--- config.mk ---
export PLATFORM = sky130hd
export DESIGN_NAME = lin_comb_seq_arbiter
export DESIGN_NICKNAME = d
export VERILOG_FILES = /design/src/rtl/lin_comb_seq_arbiter.sv
export SDC_FILE = /design/constraint.sdc
export NUM_CORES = 1
export LEC_CHECK = 0
export ABC_AREA = 1
export CORE_MARGIN = 2
export CORE_UTILIZATION = 45
export CTS_CLUSTER_DIAMETER = 200
export DETAILED_ROUTE_END_ITERATION = 10
export PLACE_DENSITY = 0.68
export SLEW_MARGIN = 20
export SYNTH_ARGS = -nofsm -noshare
export SYNTH_HDL_FRONTEND = slang
export SYNTH_SLANG_ARGS = --single-unit
--- constraint.sdc ---
create_clock -name i_clk -period 3.1 [get_ports i_clk]
set_input_delay 0.62 -clock i_clk [delete_from_list [all_inputs] [get_ports i_clk]]
set_output_delay 0.62 -clock i_clk [all_outputs]
set_load 0.05 [all_outputs]
--- src/rtl/lin_comb_seq_arbiter.sv ---
// Two-client arbiter + shift-add sequencer for F = COEF_A*X - COEF_B*Y; result 2*W_IN edges after capture, held until i_ready.
// Requests are ignored while busy; `LINCOMB_RR_EN selects round-robin tie-breaking instead of fixed ch0 priority.
module lin_comb_seq_arbiter #(
  parameter int unsigned COEF_A = 6,
  parameter int unsigned COEF_B = 11,
  parameter int unsigned W_IN   = 4,
  parameter int unsigned W_OUT  = 9
) (
  input  logic                    i_clk,
  input  logic                    i_rst,
  input  logic                    i_req0,
  input  logic                    i_req1,
  input  logic [W_IN-1:0]         i_x0,
  input  logic [W_IN-1:0]         i_y0,
  input  logic [W_IN-1:0]         i_x1,
  input  logic [W_IN-1:0]         i_y1,
  output logic                    o_gnt0,
  output logic                    o_gnt1,
  output logic                    o_busy,
  output logic                    o_valid,
  output logic                    o_id,
  output logic signed [W_OUT-1:0] o_f,
  input  logic                    i_ready
);

  localparam int unsigned CW = (W_IN > 1) ? $clog2(W_IN) : 1;
  localparam logic [CW-1:0] CNT_LAST = CW'(W_IN - 1);

  typedef enum logic [1:0] {S_IDLE, S_MUL_X, S_MUL_Y, S_DONE} state_t;

  state_t                  state_q, state_d;
  logic [CW-1:0]           cnt_q, cnt_d;
  logic signed [W_OUT-1:0] acc_q, acc_d;
  logic [W_IN-1:0]         x_q, x_d, y_q, y_d;
  logic                    id_q, id_d;
  logic signed [W_OUT-1:0] f_q, f_d;
  logic                    oid_q, oid_d;
  logic                    valid_q, valid_d;
  logic                    gnt0_q, gnt0_d, gnt1_q, gnt1_d;
  logic                    win1;
  logic signed [W_OUT-1:0] term_a, term_b;

`ifdef LINCOMB_RR_EN
  logic ptr_q, ptr_d;
  // On a tie the channel that did not win last time gets the grant.
  assign win1 = i_req1 && (!i_req0 || !ptr_q);
`else
  assign win1 = i_req1 && !i_req0;
`endif

  assign term_a = W_OUT'(COEF_A) << cnt_q;
  assign term_b = W_OUT'(COEF_B) << cnt_q;

  always_comb begin
    state_d = state_q;
    cnt_d   = cnt_q;
    acc_d   = acc_q;
    x_d     = x_q;
    y_d     = y_q;
    id_d    = id_q;
    f_d     = f_q;
    oid_d   = oid_q;
    valid_d = valid_q;
    gnt0_d  = 1'b0;
    gnt1_d  = 1'b0;
`ifdef LINCOMB_RR_EN
    ptr_d   = ptr_q;
`endif
    case (state_q)
      S_IDLE: begin
        if (i_req0 || i_req1) begin
          id_d    = win1;
          x_d     = win1 ? i_x1 : i_x0;
          y_d     = win1 ? i_y1 : i_y0;
          acc_d   = '0;
          cnt_d   = '0;
          gnt0_d  = !win1;
          gnt1_d  = win1;
          state_d = S_MUL_X;
`ifdef LINCOMB_RR_EN
          ptr_d   = win1;
`endif
        end
      end
      S_MUL_X: begin
        if (x_q[cnt_q]) acc_d = acc_q + term_a;
        if (cnt_q == CNT_LAST) begin
          cnt_d   = '0;
          state_d = S_MUL_Y;
        end else begin
          cnt_d = cnt_q + CW'(1);
        end
      end
      S_MUL_Y: begin
        if (y_q[cnt_q]) acc_d = acc_q - term_b;
        if (cnt_q == CNT_LAST) begin
          cnt_d   = '0;
          f_d     = acc_d;
          oid_d   = id_q;
          valid_d = 1'b1;
          state_d = S_DONE;
        end else begin
          cnt_d = cnt_q + CW'(1);
        end
      end
      S_DONE: begin
        if (i_ready) begin
          valid_d = 1'b0;
          state_d = S_IDLE;
        end
      end
      default: state_d = S_IDLE;
    endcase
  end

  always_ff @(posedge i_clk) begin
    if (i_rst) begin
      state_q <= S_IDLE;
      cnt_q   <= '0;
      acc_q   <= '0;
      x_q     <= '0;
      y_q     <= '0;
      id_q    <= 1'b0;
      f_q     <= '0;
      oid_q   <= 1'b0;
      valid_q <= 1'b0;
      gnt0_q  <= 1'b0;
      gnt1_q  <= 1'b0;
`ifdef LINCOMB_RR_EN
      ptr_q   <= 1'b1;
`endif
    end else begin
      state_q <= state_d;
      cnt_q   <= cnt_d;
      acc_q   <= acc_d;
      x_q     <= x_d;
      y_q     <= y_d;
      id_q    <= id_d;
      f_q     <= f_d;
      oid_q   <= oid_d;
      valid_q <= valid_d;
      gnt0_q  <= gnt0_d;
      gnt1_q  <= gnt1_d;
`ifdef LINCOMB_RR_EN
      ptr_q   <= ptr_d;
`endif
    end
  end

  assign o_gnt0  = gnt0_q;
  assign o_gnt1  = gnt1_q;
  assign o_busy  = (state_q != S_IDLE);
  assign o_valid = valid_q;
  assign o_id    = oid_q;
  assign o_f     = f_q;

endmodule

# Word-level counts from Yosys, hierarchy flattened
# Cells that the tools add are included.
# W data, S select, Z words.
[classes] addsub=3 order_cmp=1 n_eq_ne=9 shift=2 muxes=21 bitwise=2 n_reduce_logical=17
[op_table] operator="$mux W9" count=3
[op_table] operator="$pmux W9 S3" count=1
[op_table] operator="$mux W2" count=6
[op_table] operator="$ne A2 B2 Y1 const B" count=5
[op_table] operator="$add A9 B9 Y9" count=1
[op_table] operator="$shl A3 B2 Y9 const A" count=1
[op_table] operator="$shl A4 B2 Y9 const A" count=1
[op_table] operator="$sub A9 B9 Y9" count=1
[op_table] operator="$mux W4" count=2
[op_table] operator="$pmux W2 S4" count=1
[op_table] operator="$eq A2 B2 Y1 const B" count=3
[op_table] operator="$reduce_and A2 Y1" count=3
[op_table] operator="$reduce_and A3 Y1" count=2
[op_table] operator="$reduce_bool A2 Y1" count=3
[op_table] operator="$bmux W1 S2" count=2
[op_table] operator="$mux W1" count=4
[op_table] operator="$pmux W2 S2" count=1
[op_table] operator="$reduce_and A4 Y1" count=1
[op_table] operator="$lt A2 B3 Y1 const B" count=1
[op_table] operator="$reduce_bool A3 Y1" count=1
[op_table] operator="$reduce_or A3 Y1" count=1
[op_table] operator="$add A2 B1 Y2 const B" count=1
[op_table] operator="$eq A2 B1 Y1 const B" count=1
[op_table] operator="$logic_not A1 Y1" count=2
[op_table] operator="6 further kinds" count=7
[totals] reg_bits=35 in_bits=21 out_inout_bits=14 elab_cells=66

# Logic depth before layout (Yosys ltp)
# Gate-level depths: netlist of run 1.
[depth] depth_word=4 mapped_depth=16 ltp_nobuf=16

# Worst setup path after synthesis of run 1
# OpenSTA, ideal clock, no wires.
[synth_path] path_type="reg-to-reg" start="register cnt_q[1]" end="register acc_q[8]" setup_ps=132 arrival_ps=2123 required_ps=2968 path_slack_ps=845 path_stages_with_launch=17 n_path_buf=0 period_less_slack_ps=2255 cell_sequence="dfxtp_1 -> inv_1 -> ha_1 -> ha_1 -> fa_1 -> inv_1 -> nand2_1 -> nand2_1 -> nand3_1 -> nand2_1 -> nand2_1 -> nand2_1 -> nand2_1 -> nand3_1 -> nand2_1 -> nand2_1 -> a21oi_1"
[synth_between] elab_chain_cells=4 word_cells_on_any_way=13 classes_between="add/sub: 2; eq/ne: 1; shift: 2; mux: 7; reduce/logical: 1"
[synth_rtl] item="start, declared" line_no="32" source="logic [CW-1:0] cnt_q, cnt_d;"
[synth_rtl] item="start signal, assigned" line_no="134" source="cnt_q <= cnt_d;"
[synth_rtl] item="$shl A4 B2 Y9, or another cell as far along" line_no="52" source="assign term_b = W_OUT'(COEF_B) << cnt_q;"
[synth_rtl] item="$sub A9 B9 Y9, or another cell as far along" line_no="95" source="if (y_q[cnt_q]) acc_d = acc_q - term_b;"
[synth_rtl] item="$mux W9, or another cell as far along" line_no="95"
[synth_rtl] item="$pmux W9 S3 or $reduce_and A3 Y1 (tied branches)"
[synth_rtl] item="end signal, assigned" line_no="120" source="acc_q <= '0;"
[synth_rtl] item="end signal, assigned" line_no="135" source="acc_q <= acc_d;"
[synth_rtl] item="end, declared" line_no="33" source="logic signed [W_OUT-1:0] acc_q, acc_d;"
# Parallel ways exist; a longest one is shown, timed or not. The select of a mux whose other input is x is not followed.
# A chain may end at the register's enable or synchronous reset.

# Final worst setup path of run 1
[layout_path] start="register cnt_q[1]" end="register f_q[4] (netlist: o_f[4])"
[layout_between] elab_chain_cells=3 word_cells_on_any_way=7 classes_between="add/sub: 1; eq/ne: 1; shift: 1; mux: 3; reduce/logical: 1"
[layout_rtl] item="$shl A4 B2 Y9 or $bmux W1 S2 (tied branches)" line_no="52, 95"
[layout_rtl] item="$sub A9 B9 Y9 or $mux W1 (tied branches)" line_no="95"
[layout_rtl] item="$mux W9" line_no="95"
[layout_rtl] item="end signal, assigned" line_no="124" source="f_q <= '0;"
[layout_rtl] item="end signal, assigned" line_no="139" source="f_q <= f_d;"
[layout_rtl] item="end, declared" line_no="36" source="logic signed [W_OUT-1:0] f_q, f_d;"
# Parallel ways exist; a longest one is shown, timed or not. The select of a mux whose other input is x is not followed.

==> flow_summary.yaml, run 1 <==
drt:
  avgRoutedWirePerCell_microns: 13.3
  wl_microns: 6020
  first_iter_violations: 183
  drcViolationCount: 0
  num_vias: 2293
  viasPerCell: 5.07
  postRouteAntennaNets: 0
  dr.pass1.iters: 4
layout:
  final_layout_size_suffix_gt1_share_pct: 5.24
  syn2layout_area_growth_pct: 23.1
  nets: 426
  antenna_cells: 0
  design_area_sq_um: 2910
sta:
  clock.fmax_ghz: 0.380
  finalSetupViolCount: 0
  max-slew-margin-rel_pct: 56.3
  period_share_pct: 84.9
  hold_viol_final: 0
  period_needed_ns: 2.63
  clock_skew_ns: 0.00683
  rsz0062_at_grt: "no"
  fin_setup_tns_ns: 0
  worst_slew_pin_slew_ns: 0.653
  drv_slew: 0
global_routing:
  first_global_vias: 2150
  antenna_found_initial: 0
  grt_start_max_net_pins: 20
  track_usage_pct: 22.4
  gr-total-overflow: 0
  grt_pass1_wl_microns: 10600
placed_design:
  dpl_cell_area_sq_um: 2770
  portBuffers: 34
  place_hpwl_microns: 4580
  gp_congestion: 0.908
setup_path:
  path_delay_family: "adder cells"
  crit_fanout: 9
  critPathCaptureType: "register"
  critPathKind: "register to register"
  critPathSlowestCell: "dfxtp_1"
  cp.required_ns: 3.29
  crit_top_cell: "nand2_1"
  arrival_ns: 2.83
  cpPeakStageDelay_ns: 0.54
  cp_cell_sequence: "inv_1, ha_1, ha_1, fa_1, inv_1, nand2_1, nand2_1, nand2_1, xor2_1, nand2_1, nand2_1, nand2_1, o211ai_1, inv_1"
  critPathLaunchType: "register"
  cp_num_buf_inv: 3
clocking:
  cts_tree: "built"
  cts_setup_buffers: 0
  root_buffer: "clkbuf_8"
  clkTransAtPathRegs_ns: 0.08
  clock_latency_ns: 0.30
  htreeDepth: 2
  clockBufferDepth: 2
  holdBufCountCts: 0
  numClockSinks: 35
  cts_resized: 0
  cts_buffers: 5
yosys:
  synth_seq_area_share_pct: 29.7
  synthTopCellsByArea: "dfxtp_1, nand2_1, ha_1"
  synth.distinct_cells: 34
  synth-seq-cells: 35
  synth_edf_count: 0
  syn_area_per_cell_sq_um: 6.82
  netlist_area_sq_um: 2360
  ys.warnings.count: 0
  syn-num-nets: 391
  synth-main-ff-cell: "dfxtp_1"
  synth_most_common_cell: "nand2_1"
  async_flop_share_pct: 0
  netlist_instances: 346
  ys_top_cells_by_count: "nand2_1, inv_1, a21oi_1, dfxtp_1, nand3_1"
  synth_area_leader_cell: "dfxtp_1"
  netlist.area_leader.share_pct: 29.7
power:
  p_per_area_nw_per_um2: 797
  peakVddDrop_uv: 539
  cellLeakagePower_nw: 1.36
run:
  maxCapViolCount: 0
floorplan:
  die_x_microns: 76.4
  die_area_sq_um: 5840
  initial_core_util_pct: 46.5
  die_height_microns: 76.4
  rows: 26
  core_area_sq_um: 5070
  io_pins: 35
min_path:
  hold_class: "register to register"
status:
  outcome: "complete, no violations"
[sequential cells by signal (all words and copies together) (netlist names)]
name and cells:
acc_q 9, o_f 9, x_q 4, y_q 4, cnt_q 2, state_q 2
id_q 1, o_gnt0 1, o_gnt1 1, o_id 1, o_valid 1
[through the flow]
stage          setup slack, ns  power (mW)  utilization [%]  instances  hold WS [ns]
2_1_floorplan            0.845        1.48                -        346         0.442
5_1_grt                  0.271        2.52             57.2        452         0.519
6_report                 0.467        2.31             57.2        452         0.478
3_5_place_dp             0.496        1.81             54.6        444         0.469
3_3_place_gp             0.548        1.81             54.6        444         0.456
4_1_cts                  0.495        2.32             57.2        452         0.483
[metal layers]
layer	vias to the layer above	wire, microns	GRT usage [%]
li1	1203	-	-
met1	1019	3030	32.2
met2	62	2560	34.1
met3	9	326	3.55
met4	0	98	7.45
met5	-	0	0
[cell families after synthesis]
family          synth area share (%)
compound gates                  18.6
xor+xnor                        1.11
fa+ha+maj                       13.4
buf+inv                         9.81
flops                           29.7
simple gates                    27.4
[worst min-delay path, delay by kind of cell, from the launching register on]
kind	cells	cell delay (ns)
DFF	1	0.31
AOI/OAI and AO/OA	1	0.07
and+or+nand+nor	1	0.05
[cell usage in the layout (no fill, tap or decap), types with 2 or more instances in the layout]
master,synthesis,routed
a211oi_1,2,2
a21oi_1,35,35
a22o_1,2,2
buf_4,0,2
bufinv_16,0,2
clkbuf_8,0,5
clkdlybuf4s50_1,0,34
clkinv_1,3,3
dfxtp_1,35,35
fa_1,2,2
ha_1,22,22
inv_1,47,47
nand2_1,92,92
nand3_1,26,26
nand3_2,2,2
nand4_1,3,3
nor2_1,13,13
nor3_1,2,2
o211ai_1,7,7
o21ai_0,22,22
o21ai_1,4,4
o21bai_1,2,2
or2_0,2,2
xor2_1,3,3
[where the power goes]
| group | internal [mW] | switching [mW] | leakage (nW) |
|---|---|---|---|
| clock network | 0.321 | 0.181 | 0.0644 |
| registers | 0.525 | 0.0766 | 0.285 |
| logic | 0.421 | 0.790 | 1.01 |
| total | 1.27 | 1.05 | 1.36 |
[final cells by class]
type / count / area, sq um
multi-input combinational: 251 / 1430
sequential: 35 / 701
fill: 499 / 2170
clock inverter: 3 / 67.6
timing repair buffer: 36 / 355
tap: 70 / 87.6
clock buffer: 5 / 68.8
inverter: 52 / 198
[final timing paths]
kind,start,to,slack [ns],depth (start not counted)
worst max register to register,cnt_q[1]$_SDFFE_PP0P_,o_f[4]$_SDFFE_PP0P_,0.47,14
worst min register to register,id_q$_SDFFE_PP0P_,id_q$_SDFFE_PP0P_,0.48,2
worst max-delay path,cnt_q[1]$_SDFFE_PP0P_,o_f[4]$_SDFFE_PP0P_,0.47,14
worst min-delay path,id_q$_SDFFE_PP0P_,id_q$_SDFFE_PP0P_,0.48,2
(Power assumes the default switching activity.)
==> run 2, diff against run 1 <==
==> constraint.sdc (replaced) <==
create_clock -name i_clk -period 2.5 [get_ports i_clk]
set_input_delay 0.5 -clock i_clk [delete_from_list [all_inputs] [get_ports i_clk]]
set_output_delay 0.5 -clock i_clk [all_outputs]
set_load 0.05 [all_outputs]
==> run 2 against run 1 <==
- hold slack lost 0.012 ns
- global-route usage fell by 0.17 points
- register-to-register slack got worse by 0.22 ns
- sequential share of layout area is 0.18 points lower
- largest power group unchanged
- non-clock buffer count rose by 5
- flip-flop and latch count unchanged
- critical path depth shrank 10
==> flow_summary.yaml, run 2 (same netlist as run 1, synthesis figures left out) <==
clocking:
  cts_buffers: 5
  cts_resized: 0
  holdBufCountCts: 0
  cts_tree: "built"
  htreeDepth: 2
  numClockSinks: 35
  clkTransAtPathRegs_ns: 0.08
  root_buffer: "clkbuf_8"
  clockBufferDepth: 2
  cts_setup_buffers: 0
  clock_latency_ns: 0.30
global_routing:
  first_global_vias: 2286
  track_usage_pct: 22.2
  grt_start_max_net_pins: 20
  grt_pass1_wl_microns: 10600
  gr-total-overflow: 0
  antenna_found_initial: 0
floorplan:
  die_area_sq_um: 5840
  die_height_microns: 76.4
  io_pins: 35
  initial_core_util_pct: 46.5
  core_area_sq_um: 5070
  rows: 26
  die_x_microns: 76.4
sta:
  setup_ws_ns: 0.0915
  period_share_pct: 96.3
  worst_slew_pin_slew_ns: 0.504
  finalSetupViolCount: 0
  period_needed_ns: 2.41
  drv_slew: 0
  fin_setup_tns_ns: 0
  rsz0062_at_grt: "no"
  hold_slack_ns: 0.465
  max-slew-margin-rel_pct: 66.2
  clock.fmax_ghz: 0.415
  clock_skew_ns: 0.00700
  hold_viol_final: 0
status:
  outcome: "complete, no violations"
setup_path:
  r2r_slack_ns: 0.25
  regToRegStartpoint: "cnt_q[0]$_SDFFE_PP0P_"
  critPathKind: "register to output port"
  critPathLaunchType: "register"
  arrival_ns: 1.91
  cp.required_ns: 2.00
  crit_fanout: 4
  r2r_cells: 15
  critPathCaptureType: "output port"
  rr_endpoint: "acc_q[8]$_SDFFE_PP0P_"
placed_design:
  dpl_cell_area_sq_um: 2810
  pre_cts_ws_ns: 0.148
  portBuffers: 34
  place_hpwl_microns: 4500
  dp_cells: 449
  gp_congestion: 0.888
layout:
  regArea_sq_um: 706
  final_layout_size_suffix_gt1_share_pct: 6.98
  antenna_cells: 0
  fin_cells: 457
  n_fill_cell: 504
  syn2layout_area_growth_pct: 24.9
  layout_common_cells: "nand2_1, inv_1, a21oi_1"
  final_util_pct: 58.1
  layout_commonest_cell: "nand2_1"
  nets: 431
  design_area_sq_um: 2950
  multi_input_area_sq_um: 1430
min_path:
  hold_class: "register to register"
  hold_start: "id_q$_SDFFE_PP0P_"
  hold_end: "id_q$_SDFFE_PP0P_"
  holdPathStages: 2
drt:
  wl_microns: 5960
  drcViolationCount: 0
  avgRoutedWirePerCell_microns: 13.0
  viasPerCell: 5.10
  postRouteAntennaNets: 0
  num_vias: 2330
  first_iter_violations: 127
  dr.pass1.iters: 4
power:
  cellLeakagePower_nw: 1.39
  peakVddDrop_uv: 467
  p_per_area_nw_per_um2: 982
  finalPower_mw: 2.89
run:
  maxCapViolCount: 0
[run 2: final cells by class]
type,count,area share (%)
Clock buffer,5,2.33
Clock inverter,3,2.29
Inverter,52,6.71
Sequential cell,35,23.9
Multi-Input combinational cell,251,48.4
Timing Repair Buffer,41,13.3
Tap cell,70,2.97
[run 2: worst max path at each step]
| stage | endpoint | from | slack (ns) | cells past startpoint |
|---|---|---|---|---|
| detailed placement | acc_q[8]$_SDFFE_PP0P_ | cnt_q[0]$_SDFFE_PP0P_ | 0.15 | 16 |
| CTS | o_busy | state_q[0]$_SDFFE_PP0P_ | 0.08 | 4 |
| global placement | acc_q[8]$_SDFFE_PP0P_ | cnt_q[0]$_SDFFE_PP0P_ | 0.20 | 15 |
| global route | o_busy | state_q[0]$_SDFFE_PP0P_ | 0.02 | 4 |
| floorplan | acc_q[8]$_SDFFE_PP0P_ | cnt_q[1]$_SDFFE_PP0P_ | 0.24 | 16 |
| finish | o_busy | state_q[0]$_SDFFE_PP0P_ | 0.09 | 4 |
[run 2: metal layers]
metal,track usage (%),share of wire (%),up-vias
met3,3.32,3.7,8
li1,-,-,1219
met2,38.0,47,49
met1,28.9,48,1054
met5,0,0,-
met4,6.55,1.3,0
[run 2: worst max-delay path, cell delays in order, from the launching register on]
cell and delay [ns]:
dfxtp_1 0.39, inv_1 0.11, ha_1 0.24, inv_1 0.07
clkdlybuf4s50_1 0.79
[run 2: report_power, final]
group          switching [mW]  leakage [nW]  total [mW]  internal [mW]
Combinational           0.969          1.04        1.52          0.553
Sequential             0.0859         0.286       0.744          0.658
Clock                   0.230        0.0644       0.628          0.398
Total                    1.28          1.39        2.89           1.61
